[src/rtl/mem_ctrl_if.sv]
// Request/response bus between the CPU side and the RAM sequencer.
// master = requester, slave = mem_ctrl.
interface mem_ctrl_if #(
  parameter int ADDR_W = 11
);
  logic              req_valid;
  logic              req_ready;
  logic              req_we;
  logic              req_word;
  logic [ADDR_W-1:0] req_addr;
  logic [15:0]       req_wdata;
  logic              resp_valid;
  logic              resp_err;
  logic [15:0]       resp_rdata;

  modport master (
    output req_valid, req_we, req_word, req_addr, req_wdata,
    input  req_ready, resp_valid, resp_err, resp_rdata
  );

  modport slave (
    input  req_valid, req_we, req_word, req_addr, req_wdata,
    output req_ready, resp_valid, resp_err, resp_rdata
  );
endinterface

[src/rtl/mem_ctrl.sv]
// Byte-wide RAM request sequencer: byte/word reads and writes, one request in flight.
// Optional macro MEM_CTRL_ALIGN_CHECK_EN rejects word accesses at odd addresses.
//
// state   | meaning
// IDLE    | ready for a request
// RD      | RAM read enable issued
// RD_WAIT | RAM data captured, result latched on exit
// WR_LO   | low byte (or only byte) written
// WR_HI   | high byte of a word written at A+1
// RESP    | response pulse, ready returns on exit
module mem_ctrl #(
  parameter int ADDR_W = 11
) (
  input  logic              clk,
  input  logic              rst_n,
  mem_ctrl_if.slave         bus_if,
  output logic [ADDR_W-1:0] mem_addr_o,
  output logic              mem_we_n_o,
  output logic              mem_ena_o,
  output logic [7:0]        mem_din_o,
  input  logic [15:0]       mem_dout_i
);

  typedef enum logic [2:0] {
    IDLE, RD, RD_WAIT, WR_LO, WR_HI, RESP
  } state_t;

  localparam logic [ADDR_W-1:0] LAST_ADDR = '1;

  state_t            state_q;
  logic              ready_q;
  logic              resp_valid_q;
  logic              resp_err_q;
  logic [15:0]       resp_rdata_q;
  logic [ADDR_W-1:0] addr_q;
  logic              we_n_q;
  logic              ena_q;
  logic [7:0]        din_q;
  logic              word_q;
  logic [7:0]        wdata_hi_q;
  logic              reject_d;

  // A word at the last address would need a byte beyond the RAM.
`ifdef MEM_CTRL_ALIGN_CHECK_EN
  assign reject_d = bus_if.req_word &&
                    ((bus_if.req_addr == LAST_ADDR) || bus_if.req_addr[0]);
`else
  assign reject_d = bus_if.req_word && (bus_if.req_addr == LAST_ADDR);
`endif

  always_ff @(posedge clk or negedge rst_n) begin
    if (!rst_n) begin
      state_q      <= IDLE;
      ready_q      <= 1'b1;
      resp_valid_q <= 1'b0;
      resp_err_q   <= 1'b0;
      resp_rdata_q <= '0;
      addr_q       <= '0;
      we_n_q       <= 1'b1;
      ena_q        <= 1'b0;
      din_q        <= '0;
      word_q       <= 1'b0;
      wdata_hi_q   <= '0;
    end else begin
      resp_valid_q <= 1'b0;
      unique case (state_q)
        IDLE: begin
          if (bus_if.req_valid) begin
            ready_q    <= 1'b0;
            word_q     <= bus_if.req_word;
            wdata_hi_q <= bus_if.req_wdata[15:8];
            if (reject_d) begin
              resp_valid_q <= 1'b1;
              resp_err_q   <= 1'b1;
              state_q      <= RESP;
            end else begin
              ena_q   <= 1'b1;
              we_n_q  <= !bus_if.req_we;
              addr_q  <= bus_if.req_addr;
              din_q   <= bus_if.req_wdata[7:0];
              state_q <= bus_if.req_we ? WR_LO : RD;
            end
          end
        end
        RD: begin
          ena_q   <= 1'b0;
          state_q <= RD_WAIT;
        end
        RD_WAIT: begin
          resp_rdata_q <= word_q ? mem_dout_i : {8'h00, mem_dout_i[7:0]};
          resp_valid_q <= 1'b1;
          resp_err_q   <= 1'b0;
          state_q      <= RESP;
        end
        WR_LO: begin
          if (word_q) begin
            addr_q  <= addr_q + ADDR_W'(1);
            din_q   <= wdata_hi_q;
            state_q <= WR_HI;
          end else begin
            ena_q        <= 1'b0;
            we_n_q       <= 1'b1;
            resp_valid_q <= 1'b1;
            resp_err_q   <= 1'b0;
            state_q      <= RESP;
          end
        end
        WR_HI: begin
          ena_q        <= 1'b0;
          we_n_q       <= 1'b1;
          resp_valid_q <= 1'b1;
          resp_err_q   <= 1'b0;
          state_q      <= RESP;
        end
        RESP: begin
          ready_q <= 1'b1;
          state_q <= IDLE;
        end
        default: state_q <= IDLE;
      endcase
    end
  end

  assign bus_if.req_ready  = ready_q;
  assign bus_if.resp_valid = resp_valid_q;
  assign bus_if.resp_err   = resp_err_q;
  assign bus_if.resp_rdata = resp_rdata_q;
  assign mem_addr_o        = addr_q;
  assign mem_we_n_o        = we_n_q;
  assign mem_ena_o         = ena_q;
  assign mem_din_o         = din_q;

endmodule

[src/flat_wrapper.sv]
// flat-port wrapper written by rule: the top's interface ports become plain ports
module mem_ctrl_flat 
#(
  parameter int ADDR_W = 11
)
  (clk, rst_n, mem_addr_o, mem_we_n_o, mem_ena_o, mem_din_o, mem_dout_i, bus_if_req_valid, bus_if_req_we, bus_if_req_word, bus_if_req_addr, bus_if_req_wdata, bus_if_req_ready, bus_if_resp_valid, bus_if_resp_err, bus_if_resp_rdata);
  mem_ctrl_if #(.ADDR_W(ADDR_W)) bus_if_i ();
  input  logic clk;
  input  logic rst_n;
  output logic [ADDR_W-1:0] mem_addr_o;
  output logic mem_we_n_o;
  output logic mem_ena_o;
  output logic [7:0] mem_din_o;
  input  logic [15:0] mem_dout_i;
  input wire logic [$bits(bus_if_i.req_valid)-1:0] bus_if_req_valid;
  input wire logic [$bits(bus_if_i.req_we)-1:0] bus_if_req_we;
  input wire logic [$bits(bus_if_i.req_word)-1:0] bus_if_req_word;
  input wire logic [$bits(bus_if_i.req_addr)-1:0] bus_if_req_addr;
  input wire logic [$bits(bus_if_i.req_wdata)-1:0] bus_if_req_wdata;
  output wire logic [$bits(bus_if_i.req_ready)-1:0] bus_if_req_ready;
  output wire logic [$bits(bus_if_i.resp_valid)-1:0] bus_if_resp_valid;
  output wire logic [$bits(bus_if_i.resp_err)-1:0] bus_if_resp_err;
  output wire logic [$bits(bus_if_i.resp_rdata)-1:0] bus_if_resp_rdata;
  assign bus_if_i.req_valid = bus_if_req_valid;
  assign bus_if_i.req_we = bus_if_req_we;
  assign bus_if_i.req_word = bus_if_req_word;
  assign bus_if_i.req_addr = bus_if_req_addr;
  assign bus_if_i.req_wdata = bus_if_req_wdata;
  assign bus_if_req_ready = bus_if_i.req_ready;
  assign bus_if_resp_valid = bus_if_i.resp_valid;
  assign bus_if_resp_err = bus_if_i.resp_err;
  assign bus_if_resp_rdata = bus_if_i.resp_rdata;
  mem_ctrl #(.ADDR_W(ADDR_W)) u_core (.clk(clk), .rst_n(rst_n), .bus_if(bus_if_i), .mem_addr_o(mem_addr_o), .mem_we_n_o(mem_we_n_o), .mem_ena_o(mem_ena_o), .mem_din_o(mem_din_o), .mem_dout_i(mem_dout_i));
endmodule
[config.mk]
export PLATFORM = sky130hd
export DESIGN_NAME = mem_ctrl_flat
export DESIGN_NICKNAME = d
export VERILOG_FILES = /design/src/rtl/mem_ctrl_if.sv /design/src/rtl/mem_ctrl.sv /design/src/flat_wrapper.sv
export SDC_FILE = /design/constraint.sdc
export NUM_CORES = 1
export LEC_CHECK = 0
export CORE_ASPECT_RATIO = 0.8
export CORE_UTILIZATION = 40
export CTS_CLUSTER_SIZE = 8
export DETAILED_ROUTE_END_ITERATION = 12
export DONT_BUFFER_PORTS = 1
export PLACE_DENSITY = 0.53
export SYNTH_ARGS = -nofsm -noshare
export SYNTH_HDL_FRONTEND = slang
export SYNTH_SLANG_ARGS = --single-unit
[constraint.sdc]
create_clock -name clk -period 2.3 [get_ports clk]
set_input_delay 0.46 -clock clk [delete_from_list [all_inputs] [get_ports clk]]
set_output_delay 0.46 -clock clk [all_outputs]
set_load 0.1 [all_outputs]
=== Word-level counts from Yosys, hierarchy flattened ===
Cells that the tools add are included.

* Bits of input ports: 48
* Memory bits (read-only): 0
* Memory bits (writable): 0
* Flip-flop bits (word level): 52
* Bits in latches: 0
* Memories kept: 0

* Divide/modulo/power cells: 0
* Reductions and logical operators: 16
* Shift operators: 0
* Magnitude comparators: 0
* Eq/ne operators: 11
* Add/subtract/negate cells: 1
* Bitwise operators: 0
* Multiplexer cells: 31
* Multiply operators: 0

{| class="wikitable"
|+ Operators by type and width
! operator !! count
|-
| $mux W11 || 3
|-
| $mux W8 || 3
|-
| $pmux W11 S2 || 1
|-
| $mux W16 || 1
|-
| $pmux W8 S2 || 1
|-
| $reduce_and A4 Y1 || 4
|-
| $mux W1 || 13
|-
| $pmux W1 S3 || 4
|-
| $pmux W3 S4 || 1
|-
| $add A11 B1 Y11 const B || 1
|-
| $eq A11 B11 Y1 const B || 1
|-
| $reduce_bool A3 Y1 || 3
|-
| $eq A3 B2 Y1 const B || 2
|-
| $eq A3 B3 Y1 const B || 2
|-
| $mux W3 || 2
|-
| $ne A2 B2 Y1 const B || 3
|-
| $ne A2 B1 Y1 const B || 2
|-
| $reduce_and A2 Y1 || 2
|-
| $reduce_bool A2 Y1 || 2
|-
| $reduce_or A2 Y1 || 2
|-
| $eq A3 B1 Y1 const B || 1
|-
| $logic_not A3 Y1 || 1
|-
| $mux W2 || 1
|-
| $pmux W1 S2 || 1
|-
| 2 further kinds || 2
|}

=== Logic depth before layout (Yosys ltp) ===
* Depth after elaboration: 5
* Depth in mapped cells: 7
* Mapped depth without buffers: 5

=== Least setup slack after synthesis ===
Ideal clock, no wire load.

* Path type: register to register
* Start: register u_core.addr_q[1] (netlist: u_core.mem_addr_o[1])
* End: register u_core.addr_q[10] (netlist: u_core.mem_addr_o[10])
* Period minus slack after synthesis: 2.122 ns
* Required time: 2.177 ns
* Library setup time: 0.123 ns
* Arrival time: 1.999 ns
* Buffers on the path: 1
* Stages on the path, launching flop included: 7
* Path slack: 0.178 ns
* Path through: dfrtp_1 -> ha_1 -> and2_1 -> clkbuf_1 -> nand4_1 -> o22ai_1 -> a2bb2oi_2

* Longest elaborated chain between the ends: 3

{| class="wikitable"
|+ RTL lines
! item !! line !! text
|-
| from (decl) || mem_ctrl.sv:35 || <nowiki>logic [ADDR_W-1:0] addr_q;</nowiki>
|-
| from (signal assigned) || mem_ctrl.sv:79 || <nowiki>addr_q <= bus_if.req_addr;</nowiki>
|-
| from (signal assigned) || mem_ctrl.sv:97 || <nowiki>addr_q <= addr_q + ADDR_W'(1);</nowiki>
|-
| $add A11 B1 Y11 || mem_ctrl.sv:97 ||
|-
| $mux W11 || mem_ctrl.sv:96 || <nowiki>if (word_q) begin</nowiki>
|-
| $pmux W11 S2 || mem_ctrl.sv:66 || <nowiki>unique case (state_q)</nowiki>
|}

Every way passes these cells. The select of a mux whose other input is x is not followed.
A chain may end at the register's enable or synchronous reset.

=== Worst setup path after layout ===
* Start: register u_core.state_q[1]
* End: register u_core.addr_q[4] (netlist: u_core.mem_addr_o[4])

* Longest elaborated chain between the ends: 3

{| class="wikitable"
|+ RTL lines
! item !! line !! text
|-
| from (decl) || mem_ctrl.sv:30 || <nowiki>state_t state_q;</nowiki>
|-
| from (signal assigned) || mem_ctrl.sv:81 || <nowiki>state_q <= bus_if.req_we ? WR_LO : RD;</nowiki>
|-
| $eq A3 B2 Y1 / $logic_not A3 Y1 (equally long branches) || mem_ctrl.sv:66 ||
|-
| $ne A2 B1 Y1 (no line), or another cell as far along || - ||
|-
| $reduce_and A4 Y1 (no line) || - ||
|}

Several ways; a longest one is shown, not always the timed one.

==> results.yml <==
cts:
  cts_buffers: 5
  cts_hold_buf: 2
  post_cts_buffers: 0
  cts_resized: 0
  htreeDepth: 2
  clk_pin_slew_worst_paths_ps: 100
  cts_root_buf: "clkbuf_8"
  cts_sinks: 52
  cts_max_path_buffers: 2
  cts_tree: "done"
  clk-insertion-delay-late_ps: 310
logic_synthesis:
  async_flop_share_pct: 100
  avgSynthCellArea_um2: 9.79
  synth_top_area_share_pct: 49.3
  yosys-top-cells-area: "dfrtp_1 (49%), nand2_1 (7.5%), mux2_2 (4.0%), nand3_1 (3.7%), mux2i_1 (3.6%)"
  syn_nets: 308
  ys_seq_area_share_pct: 51.4
  synth-seq-cells: 52
  yosysMostFrequentCell: "nand2_1"
  synth_cells: 259
  yosys_warnings: 0
  synthDistinctLibCells: 43
  synth_edf_count: 0
  synth_common_cells: "nand2_1 (51), dfrtp_1 (50), nand3_1 (19)"
  yosys.area.top_type: "dfrtp_1"
  synth_flop_cell: "dfrtp_1"
  syn_area_um2: 2540
detailed_routing:
  num_vias: 2036
  drt_iter0_drc: 64
  ant_nets: 0
  wl_met3_um: 552
  top_layer: "met4"
  drt-total-wl_um: 5710
  wl_met2_um: 2460
  wl_per_cell_um: 15.1
  wl_met1_um: 2630
  route.detailed.drc: 0
  firstDrtPassIters: 5
  vias_per_cell: 5.40
timing:
  worst_pin_slew_ps: 526
  fin_skew_ps: 6.63
  min_period_ps: 1810
  fin_crit_sh_pct: 78.6
  max-slew-margin-rel_pct: 64.9
  tns_ps: 0
  finalSetupViolCount: 0
  fmax_ghz: 0.553
  maxSlewViolCount: 0
  hold_viol_final: 0
  rsz0062_at_grt: "false"
layout:
  final_cells: 377
  multiInputGateArea_um2: 1110
  register_area_um2: 1300
  fin_nets: 344
  areaGrowthSynthToFinish_pct: 19.0
  antenna_cells: 0
  drive_gt1_share_pct: 25.3
  fillers: 593
die:
  start_util_pct: 42.2
  dieArea_um2: 6660
  die_w_um: 91.0
  fp.dieH_um: 73.2
  top_level_ports: 88
  rows: 25
  core_um2: 6010
worst_setup_path:
  critPathLaunchType: "flop"
  end_kind: "flop"
  r2r_slack_ps: 490
  r2r_cells: 5
  critPathKind: "reg2reg"
  worst_ep_required_time_ps: 2510
  rr_endpoint: "u_core.mem_addr_o[4]"
  cp.arrival_ps: 2020
  r2r_start: "u_core.state_q[1]"
  cp_max_fo: 14
  crit_start: "u_core.state_q[1]"
global_route:
  grtUsageTotal_pct: 18.3
  grt_pass1_wl_um: 9530
  antenna_found_initial: 0
  grt_max_degree: 53
  grt.overflow.total: 0
  grt_pass1_vias: 1884
place:
  hpwl_um: 4040
  placedCellCount: 367
  place_congestion: 0.782
  io_buffer_count: 0
job:
  drv_cap: 0
hold_path:
  hold_path_end: "u_core.bus_if.resp_rdata[4]"
  hp-class: "in2reg"
  hold_path_depth: 2
  min-delay-start: "mem_dout_i[4]"
run_status:
  status: "completed"
==> final cells by class <==
type                    instances  share of cell area [%]
flip-flops and latches         52                    43.2
multi-input cells             183                    36.7
repair buffers                 50                    13.2
well taps                      81                    3.36
clock buffers                   5                    2.28
clock inverters                 3                   0.912
inverters                       3                   0.373
==> worst max path at each step <==
stage | endpoint | slack, ps | cells past startpoint
after floorplan | u_core.mem_addr_o[10] | 180 | 6
after global placement | u_core.mem_addr_o[4] | 560 | 5
after detailed placement | u_core.mem_addr_o[2] | 500 | 5
after CTS | u_core.mem_addr_o[0] | 490 | 5
after global routing | u_core.mem_addr_o[0] | 320 | 5
final | u_core.mem_addr_o[4] | 490 | 5
==> state kept, by name (all words and copies together), names as in the netlist <==
signal                    cells
u_core.bus_if.resp_rdata     16
u_core.mem_addr_o            11
u_core.mem_din_o              8
u_core.wdata_hi_q             8
u_core.state_q                3
u_core.bus_if.req_ready       1
u_core.bus_if.resp_err        1
u_core.bus_if.resp_valid      1
u_core.mem_ena_o              1
u_core.mem_we_n_o             1
u_core.word_q                 1
==> cells in the final DEF, fill, tap and decap left out, types with 3 or more instances in the layout <==
| cell | n |
|---|---|
| a31oi_1 | 4 |
| nor3_1 | 3 |
| clkbuf_8 | 5 |
| nor2_1 | 13 |
| dfrtp_1 | 50 |
| and3_1 | 3 |
| o2bb2a_1 | 6 |
| o21ai_1 | 9 |
| mux2_2 | 9 |
| nand2_1 | 51 |
| buf_4 | 48 |
| o22ai_1 | 3 |
| a21oi_1 | 17 |
| inv_1 | 3 |
| nand4_1 | 7 |
| o21ai_0 | 5 |
| nand3_1 | 19 |
| mux2i_1 | 9 |
==> through the flow <==
step                util, %  hold WS (ps)  setup WS (ps)  instance area [um2]
floorplan                 -           164            178                 2540
global placement       48.0           166            558                 2880
detailed placement     48.0           166            499                 2880
CTS                    50.2           240            494                 3020
global route           50.2           235            324                 3020
finish                 50.2           249            492                 3020
==> critical path, stage by stage (launching register included) <==
cell      delay [ps]
dfrtp_1          550
and3b_1          270
nand2_1          260
buf_4            260
a21oi_1           80
o2bb2a_1         290
==> routing by layer <==
metal	GRT usage [%]	up-vias
li1	-	989
met2	26.7	74
met3	7.19	6
met1	25.0	967
met5	0	-
met4	5.47	0
==> kinds of logic after synthesis <==
kind of cell | count (synthesis) | share of synthesized area, %
adders and majority gates | 1 | 0.493
muxes | 18 | 7.55
buffers and inverters | 24 | 4.93
and+or+nand+nor | 105 | 19.4
DFF | 52 | 51.4
AOI/OAI and AO/OA | 59 | 16.2
Power is not shown: default switching activity piles up to over one toggle a cycle in this logic, so the estimate is an artifact.
